--- src/rtl/branch_flag_generator.sv ---
// Purpose : multi-cycle a-b subtractor producing Carry/Zero/Overflow/Sign flags for branch decisions.
// Latency : start accepted at edge k -> done pulse and final flags in the cycle after edge k+N (N=WIDTH/CHUNK).
// Backpr. : none; start is only sampled in IDLE and is dropped (not queued) while busy.
//
// Ports:
//   clk, rst                 clock, synchronous active-high reset
//   start                    request, accepted only when idle
//   operand_a, operand_b     minuend / subtrahend, captured on start acceptance
//   busy                     high while slices are being processed
//   done                     one-cycle pulse when the flags are final
//   Carry_Flag               1 = a >= b unsigned (carry-out of a + ~b + 1)
//   Zero_Flag                1 = a == b
//   Overflow_Flag            signed overflow of a - b
//   Sign_Flag                MSB of a - b
//
// Build option: define BRANCH_FLAG_CLEAR_ON_START_EN to clear all flags on start
// acceptance, so stale flags are never visible while busy.

module branch_flag_generator #(
    parameter int WIDTH = 32,
    parameter int CHUNK = 8
) (
    input  logic             clk,
    input  logic             rst,
    input  logic             start,
    input  logic [WIDTH-1:0] operand_a,
    input  logic [WIDTH-1:0] operand_b,
    output logic             busy,
    output logic             done,
    output logic             Carry_Flag,
    output logic             Zero_Flag,
    output logic             Overflow_Flag,
    output logic             Sign_Flag
);

    localparam int N    = WIDTH / CHUNK;
    localparam int IDXW = (N > 1) ? $clog2(N) : 1;

    typedef enum logic {
        IDLE = 1'b0,
        RUN  = 1'b1
    } state_t;

    state_t            r_state;
    state_t            w_state_nxt;
    logic              w_accept;
    logic              w_last;

    logic [WIDTH-1:0]  r_a;
    logic [WIDTH-1:0]  r_b;
    logic [IDXW-1:0]   r_idx;
    logic              r_carry;
    logic              r_zero;
    logic              r_done;
    logic              r_c_flag;
    logic              r_z_flag;
    logic              r_v_flag;
    logic              r_s_flag;

    // Operands are shifted right one slice per cycle, so the slice being
    // worked on always sits in the low CHUNK bits; on the last slice those
    // bits are the top slice and bit CHUNK-1 is the operand MSB.
    logic [CHUNK-1:0]  w_a_sl;
    logic [CHUNK-1:0]  w_b_sl;
    logic [CHUNK:0]    w_sum;
    logic              w_zero_nxt;
    logic              w_ovf;

    assign w_a_sl     = r_a[CHUNK-1:0];
    assign w_b_sl     = r_b[CHUNK-1:0];
    assign w_sum      = {1'b0, w_a_sl} + {1'b0, ~w_b_sl} + (CHUNK+1)'(r_carry);
    assign w_zero_nxt = r_zero & (w_sum[CHUNK-1:0] == '0);
    assign w_ovf      = (w_a_sl[CHUNK-1] != w_b_sl[CHUNK-1]) &
                        (w_sum[CHUNK-1]  != w_a_sl[CHUNK-1]);

    always_ff @(posedge clk) begin
        if (rst) begin
            r_state <= IDLE;
        end else begin
            r_state <= w_state_nxt;
        end
    end

    always_comb begin
        w_state_nxt = r_state;
        w_accept    = 1'b0;
        w_last      = 1'b0;
        busy        = 1'b0;
        case (r_state)
            IDLE: begin
                if (start) begin
                    w_accept    = 1'b1;
                    w_state_nxt = RUN;
                end
            end
            RUN: begin
                busy = 1'b1;
                if (r_idx == IDXW'(N - 1)) begin
                    w_last      = 1'b1;
                    w_state_nxt = IDLE;
                end
            end
            default: w_state_nxt = IDLE;
        endcase
    end

    always_ff @(posedge clk) begin
        if (rst) begin
            r_a      <= '0;
            r_b      <= '0;
            r_idx    <= '0;
            r_carry  <= 1'b0;
            r_zero   <= 1'b0;
            r_done   <= 1'b0;
            r_c_flag <= 1'b0;
            r_z_flag <= 1'b0;
            r_v_flag <= 1'b0;
            r_s_flag <= 1'b0;
        end else begin
            r_done <= 1'b0;
            if (w_accept) begin
                r_a     <= operand_a;
                r_b     <= operand_b;
                r_idx   <= '0;
                r_carry <= 1'b1;   // the +1 of two's-complement negation of b
                r_zero  <= 1'b1;
`ifdef BRANCH_FLAG_CLEAR_ON_START_EN
                r_c_flag <= 1'b0;
                r_z_flag <= 1'b0;
                r_v_flag <= 1'b0;
                r_s_flag <= 1'b0;
`endif
            end else if (r_state == RUN) begin
                r_a     <= r_a >> CHUNK;
                r_b     <= r_b >> CHUNK;
                r_idx   <= w_last ? '0 : r_idx + IDXW'(1);
                r_carry <= w_sum[CHUNK];
                r_zero  <= w_zero_nxt;
                if (w_last) begin
                    r_c_flag <= w_sum[CHUNK];
                    r_z_flag <= w_zero_nxt;
                    r_v_flag <= w_ovf;
                    r_s_flag <= w_sum[CHUNK-1];
                    r_done   <= 1'b1;
                end
            end
        end
    end

    assign done          = r_done;
    assign Carry_Flag    = r_c_flag;
    assign Zero_Flag     = r_z_flag;
    assign Overflow_Flag = r_v_flag;
    assign Sign_Flag     = r_s_flag;

endmodule

--- config.mk ---
export PLATFORM = sky130hd
export DESIGN_NAME = branch_flag_generator
export DESIGN_NICKNAME = d
export VERILOG_FILES = /design/src/rtl/branch_flag_generator.sv
export SDC_FILE = /design/constraint.sdc
export NUM_CORES = 1
export LEC_CHECK = 0
export CAP_MARGIN = 20
export CORE_MARGIN = 2
export CORE_UTILIZATION = 51
export CTS_BUF_LIST = sky130_fd_sc_hd__clkbuf_16
export DETAILED_ROUTE_END_ITERATION = 10
export PLACE_DENSITY_LB_ADDON = 0.08
export SETUP_SLACK_MARGIN = 0.2
export SLEW_MARGIN = 0
export SYNTH_ARGS = -nofsm -noshare
export SYNTH_HDL_FRONTEND = slang
export SYNTH_SLANG_ARGS = --single-unit
--- constraint.sdc ---
create_clock -name clk -period 3.2 [get_ports clk]
set_input_delay 0.64 -clock clk [delete_from_list [all_inputs] [get_ports clk]]
set_output_delay 0.64 -clock clk [all_outputs]
set_load 0.01 [all_outputs]
==> flow_summary.ini, run 1 <==
[place]
numPortBuffers = 72
dpl_cell_area_um2 = 4270
gp_congestion = 0.808
hpwl_um = 5230

[floorplan]
dieArea_um2 = 7620
die_w_um = 87.3
io_pins = 73
die_h_um = 87.3
rows = 30
core_um2 = 6760
start_util_pct = 52.4

[cts]
clock_latency_ns = 0.32
cts-root-buf = clkbuf_16
htreeDepth = 3
cts-resized-gates = 0
clk_pin_slew_worst_paths_ns = 0.06
cts_buffer_depth = 2
postCtsHoldBufs = 0
cts.sink_count = 74
cts_tree = yes
numCtsBuffers = 9
postCtsSetupRepairBufs = 0

[worst_setup_path]
critPathLaunchType = register
end_kind = register
crit_type = register to register
arrival_ns = 2.72
worstPathMaxFanout = 2
required_ns = 3.44

[route]
detail_route.iter0.violations = 144
drc = 0
wl_um = 7740
ant_nets = 0
routedWlPerCell_um = 14.0
viasPerCell = 5.24
vias = 2905
drtPass1Iterations = 4

[global_routing]
grt_pass1_wl_um = 12500
grt_max_degree = 64
antenna_found_initial = 0
grt_pass1_vias = 2707
grt_overflow = 0
grt_usage_pct = 21.2

[worst_hold_path]
hold_class = register to register

[sta]
period_share_pct = 77.4
worst_pin_slew_ns = 0.689
rsz0062_at_grt = false
min_period_ns = 2.48
maxSlewViolCount = 0
setup_tns_ns = 0
relSlewSlack_pct = 54.0
final-setup-viol-count = 0
fin_skew_ns = 0.00636
hold_viol = 0
fmax_ghz = 0.404

[final_layout]
nNetsFinal = 546
final_layout_size_suffix_gt1_share_pct = 7.59
final_common_cell = nor2_1
final_cell_mix = nor2_1 (120), dfxtp_1 (73), clkdlybuf4s50_1 (70)
reg.largest.list = r_a x32, r_b x32, r_idx x2
diodes = 0
synthToLayoutAreaGrowth_pct = 29.0
fin_area_um2 = 4560

[synthesis]
yosysWarnings = 0
ys_types = 41
synth_cells = 411
syn-mean-instance-area_um2 = 8.61
synth_area_um2 = 3540
ys_seq_elements = 74
synth-edff-count = 0
ys_seq_area_share_pct = 41.9
ys.flop_type = dfxtp_1
async_flop_share_pct = 0
syn-num-nets = 488

[power]
pwr_density_cell_nw_per_um2 = 522
power.leakage_nw = 1.94
ir_drop_mv = 0.307
power_w = 0.00238

[job]
maxCapViolations = 0

[run_status]
status = finished, final reports clean
==> worst max-delay path, cell delays in order (launching register included) <==
cell      delay, ns
dfxtp_1        0.34
inv_1          0.07
fa_1           0.45
fa_1           0.41
and2b_1        0.24
o221ai_1       0.15
a21oi_1        0.23
a211o_1        0.14
nand4_2        0.13
a211oi_2       0.23
==> synth_stat cells, types with 2 or more instances <==
cell | number | area [um^2]
nor2_1 | 120 | 450
dfxtp_1 | 74 | 1480
mux2i_1 | 65 | 651
a21oi_1 | 54 | 270
clkbuf_1 | 13 | 48.8
buf_2 | 12 | 60.1
inv_1 | 11 | 41.3
ha_1 | 8 | 100
nand2_1 | 6 | 22.5
buf_1 | 4 | 15.0
nor3_1 | 4 | 20.0
nand3b_1 | 3 | 22.5
xor2_1 | 3 | 26.3
a211oi_1 | 2 | 15.0
fa_1 | 2 | 40.0
nor2_2 | 2 | 12.5
nor3b_1 | 2 | 15.0
o21a_1 | 2 | 15.0
xnor2_1 | 2 | 17.5
==> path summary, 6_finish.rpt <==
kind / start / end / slack (ns) / depth (start not counted)
min reg2reg: r_a[11] / r_a[3] / 0.49 / 2
min: r_a[11] / r_a[3] / 0.49 / 2
max reg2reg: r_a[0] / r_zero / 0.72 / 9
max: r_a[0] / r_zero / 0.72 / 9
==> through the flow <==
| step | setup slack, ns | utilization [%] | hold slack, ns | cells |
|---|---|---|---|---|
| floorplan | 0.960 | - | 0.454 | 411 |
| global placement | 0.864 | 63.2 | 0.463 | 538 |
| detailed placement | 0.817 | 63.2 | 0.468 | 538 |
| CTS | 0.740 | 67.5 | 0.491 | 554 |
| global route | 0.527 | 67.5 | 0.517 | 554 |
| finish | 0.723 | 67.5 | 0.488 | 554 |
==> cells by family after synthesis <==
kind of cell	synth area share [%]
muxes	18.4
DFF	41.9
and+or+nand+nor	17.3
buffers and inverters	4.67
xor gates and xnor gates	1.24
adders and majority gates	3.96
AOI/OAI and AO/OA	12.5
==> metal layers <==
layer	routed length (um)	vias to the layer above	GRT usage, %
met5	0	-	0
met3	336	9	4.08
li1	-	1500	-
met2	3610	67	32.4
met4	108	0	8.25
met1	3690	1329	29.4
==> area by class of cell <==
type,instances,area (um^2)
Clock inverter,6,38.8
Timing Repair Buffer,76,756
Clock buffer,10,250
Sequential cell,74,1490
Fill cell,598,2190
Multi-Input combinational cell,297,1890
Inverter,11,41.3
Tap cell,80,100
==> where the power goes <==
group / total [W] / internal (W) / leakage (nW) / switching [W]
Clock: 0.000957 / 0.000569 / 0.131 / 0.000388
Sequential: 0.00101 / 0.000973 / 0.607 / 0.0000329
Combinational: 0.000420 / 0.000210 / 1.20 / 0.000210
Power figures use the tool's default switching activity.
==> inputs of run 2 (changes only) <==
Clock period 3.2 ns to 2.5 ns, I/O delays scaled along.
==> flow_summary.ini, run 2 (synthesis gave the netlist of run 1 again) <==
[route]
detail_route.iter0.violations = 183
viasPerCell = 5.38
routedWlPerCell_um = 14.1
ant_nets = 0
wl_um = 7830
drtPass1Iterations = 4
drc = 0
vias = 2996

[power]
pwr_density_cell_nw_per_um2 = 691
power.leakage_nw = 1.97
power_w = 0.00320
ir_drop_mv = 0.501

[floorplan]
die_h_um = 87.3
die_w_um = 87.3
start_util_pct = 52.4
rows = 30
core_um2 = 6760
io_pins = 73
dieArea_um2 = 7620

[final_layout]
final_layout_size_suffix_gt1_share_pct = 9.85
nNetsFinal = 549
final_cell_mix = nor2_1 (120), dfxtp_1 (72), clkdlybuf4s50_1 (70)
diodes = 0
nFillCells = 552
reg.largest.list = r_a x32, r_b x32, r_idx x2
final_common_cell = nor2_1
final_core_util_pct = 68.6
synthToLayoutAreaGrowth_pct = 31.0

[sta]
rsz0062_at_grt = true
setup_tns_ns = 0
final-setup-viol-count = 0
period_share_pct = 89.1
maxSlewViolCount = 0
fmax_ghz = 0.449
relSlewSlack_pct = 67.2
worst_pin_slew_ns = 0.493
hold_viol = 0
min_period_ns = 2.23
fin_skew_ns = 0.00912

[worst_setup_path]
required_ns = 2.74
arrival_ns = 2.47
crit_type = register to register
critPathLaunchType = register
worstPathMaxFanout = 2
end_kind = register

[worst_hold_path]
hold_class = register to register

[place]
gp_congestion = 0.762
hpwl_um = 5400
numPortBuffers = 72

[global_routing]
antenna_found_initial = 0
grt_overflow = 0
grt_pass1_vias = 2749
grt_max_degree = 70
grt_usage_pct = 21.3
grt_pass1_wl_um = 12700

[cts]
cts_tree = yes
htreeDepth = 3
cts-root-buf = clkbuf_16
cts_buffer_depth = 2
clock_latency_ns = 0.33
cts.sink_count = 74
numCtsBuffers = 9
clk_pin_slew_worst_paths_ns = 0.06

[job]
maxCapViolations = 0

[run_status]
status = finished, final reports clean
## run 2: layout make-up
| class | count | area [um^2] | share of cell area (%) |
|---|---|---|---|
| clock buffers | 9 | 225 | 4.86 |
| clock inverters | 7 | 91.3 | 1.97 |
| inverters | 11 | 41.3 | 0.891 |
| multi-input cells | 297 | 1910 | 41.3 |
| flip-flops and latches | 74 | 1490 | 32.1 |
| well taps | 80 | 100 | 2.16 |
| repair buffers | 79 | 778 | 16.8 |
## run 2: path summary, 6_finish.rpt
| kind | from | endpoint | slack, ns | cells after the start |
|---|---|---|---|---|
| worst max register to register | r_a[0] | Zero_Flag | 0.27 | 9 |
| worst min register to register | r_b[28] | r_b[20] | 0.49 | 2 |
| worst min-delay path | r_b[28] | r_b[20] | 0.49 | 2 |
| worst max-delay path | r_a[0] | Zero_Flag | 0.27 | 9 |
## run 2: critical path, stage by stage, from the launching register on
cell	delay [ns]
dfxtp_2	0.33
inv_2	0.04
fa_2	0.39
fa_2	0.35
and2b_1	0.24
o221ai_2	0.13
a21oi_2	0.18
a211o_1	0.15
nand4_2	0.13
o31ai_2	0.22
## run 2: metal layers
layer	routed length [um]	global-route usage, %	vias up
li1	-	-	1514
met1	3780	28.7	1377
met2	3540	32.4	82
met3	290	4.55	23
met4	225	10.2	0
met5	0	0	-
## run 2: what timing repair did
item / CTS / global route
gates resized for setup: 3 / 4
setup buffers: 1 / 1
cloned: 0 / 0
hold buffers: 0 / 0
pin swaps: 2 / 1
endpoints found under the setup margin: 4 / 4
## run 2: through the flow
stage               hold slack, ns  cells  setup WS (ns)  instance area [um^2]
detailed placement           0.476    539         0.0899                  4280
CTS                          0.493    556          0.211                  4620
global placement             0.462    539          0.158                  4280
finish                       0.492    557          0.272                  4630
floorplan                    0.454    411          0.260                  3540
global route                 0.512    557          0.152                  4630
## run 2: power breakdown
part / internal [W] / switching (W)
Combinational: 0.000281 / 0.000269
Sequential: 0.00125 / 0.0000523
Clock: 0.000872 / 0.000483
Total: 0.00240 / 0.000804
==> inputs of run 3 (changes only) <==
Settings changed: CORE_UTILIZATION 51 to 45.
==> flow_summary.ini, run 3 (synthesis gave the netlist of run 1 again) <==
[route]
routedWlPerCell_um = 13.9
drc = 0
ant_nets = 0
viasPerCell = 4.98
drtPass1Iterations = 4
vias = 2886
detail_route.iter0.violations = 127
wl_um = 8050

[cts]
cts_tree = yes
clk_pin_slew_worst_paths_ns = 0.06
postCtsHoldBufs = 0
htreeDepth = 3
clock_latency_ns = 0.33
cts_buffer_depth = 2
cts-root-buf = clkbuf_16
cts.sink_count = 74
numCtsBuffers = 9

[job]
maxCapViolations = 0

[floorplan]
rows = 32
core_um2 = 7690
io_pins = 73
die_h_um = 92.7
start_util_pct = 46.0
dieArea_um2 = 8590
die_w_um = 92.7

[place]
numPortBuffers = 72
hpwl_um = 5430
gp_congestion = 0.825
dpl_cell_area_um2 = 4330
dpl.cell_count = 562

[final_layout]
ff_latch_area_um2 = 1490
final_cell_count_no_fill = 580
final_common_cell = nor2_1
diodes = 0
fin_area_um2 = 4680
synthToLayoutAreaGrowth_pct = 32.3
nFillCells = 707
reg.largest.list = r_a x32, r_b x32, r_idx x2
multi_input_area_um2 = 1910
nNetsFinal = 550
final_layout_size_suffix_gt1_share_pct = 10.0
final_cell_mix = nor2_1 (120), dfxtp_1 (71), clkdlybuf4s50_1 (70)

[sta]
period_share_pct = 92.6
final-setup-viol-count = 0
min_period_ns = 2.32
worst_pin_slew_ns = 0.588
relSlewSlack_pct = 60.8
fmax_ghz = 0.432
rsz0062_at_grt = true
fin_skew_ns = 0.00606
maxSlewViolCount = 0
hold_viol = 0
setup_tns_ns = 0

[global_routing]
grt_pass1_vias = 2786
grt_pass1_wl_um = 13300
antenna_found_initial = 0
grt_max_degree = 63
grt_overflow = 0
grt_usage_pct = 19.8

[worst_setup_path]
critPathLaunchType = register
cp_cell_sequence = inv_2 -> fa_2 -> fa_2 -> and2b_2 -> buf_6 -> o22ai_4 -> xnor2_1 -> nor3_2 -> nand4_2 -> a211oi_2
critPathBufInv = 2
crit_type = register to register
crit_top_cell = fa_2
slowest_stage = fa_2
cpPeakStageDelay_ns = 0.40
worstPathMaxFanout = 2
end_kind = register
arrival_ns = 2.57
required_ns = 2.76
path_delay_family = adder cells

[run_status]
status = finished, final reports clean

[power]
power.leakage_nw = 1.99
pwr_density_cell_nw_per_um2 = 677
power_w = 0.00317
ir_drop_mv = 0.391

[worst_hold_path]
hold_class = register to register
## run 3: report_power, final
| group | switching, W | internal (W) | total [W] |
|---|---|---|---|
| clock | 0.000486 | 0.000822 | 0.00131 |
| sequential | 0.0000417 | 0.00125 | 0.00129 |
| combinational | 0.000282 | 0.000290 | 0.000572 |
| total | 0.000810 | 0.00236 | 0.00317 |
## run 3: final timing paths
check | startpoint | to | slack [ns] | cells past startpoint
worst max-delay path | r_carry | r_zero | 0.18 | 10
worst min-delay path | r_b[27] | r_b[19] | 0.49 | 2
worst max register to register | r_carry | r_zero | 0.18 | 10
worst min register to register | r_b[27] | r_b[19] | 0.49 | 2
## run 3: final cells by class
type                       instances  area share (%)
timing repair buffer              80            17.1
clock inverter                     6            1.18
multi-input combinational        297            40.9
clock buffer                      10            5.35
tap                              102            2.73
inverter                          11           0.883
sequential                        74            31.8
## run 3: metrics by stage
step,utilization (%),setup slack [ns],hold WS (ns)
after floorplan,-,0.260,0.454
after global placement,56.3,0.151,0.465
after detailed placement,56.3,0.0539,0.473
after CTS,60.5,0.194,0.488
after global routing,60.9,0.0986,0.522
final,60.9,0.185,0.488
## run 3: tightest hold or removal path, cell delays in order (launching register included)
cell	delay [ns]
dfxtp_1	0.32
a21oi_1	0.06
nor2_1	0.07
## run 3: what timing repair did
| action | 4_1_cts | 5_1_grt |
|---|---|---|
| cloned | 0 | 0 |
| buffers inserted | 2 | 0 |
| gates resized for setup | 3 | 7 |
| setup endpoints to repair | 4 | 4 |
| pin swaps | 7 | 4 |
## run 3: metal layers
| metal | vias to the layer above | track usage (%) | share of wire, % |
|---|---|---|---|
| met4 | 0 | 7.35 | 1.5 |
| met5 | - | 0 | 0 |
| met3 | 12 | 4.64 | 4.0 |
| met1 | 1306 | 27.4 | 50 |
| met2 | 60 | 30.2 | 45 |
| li1 | 1508 | - | - |
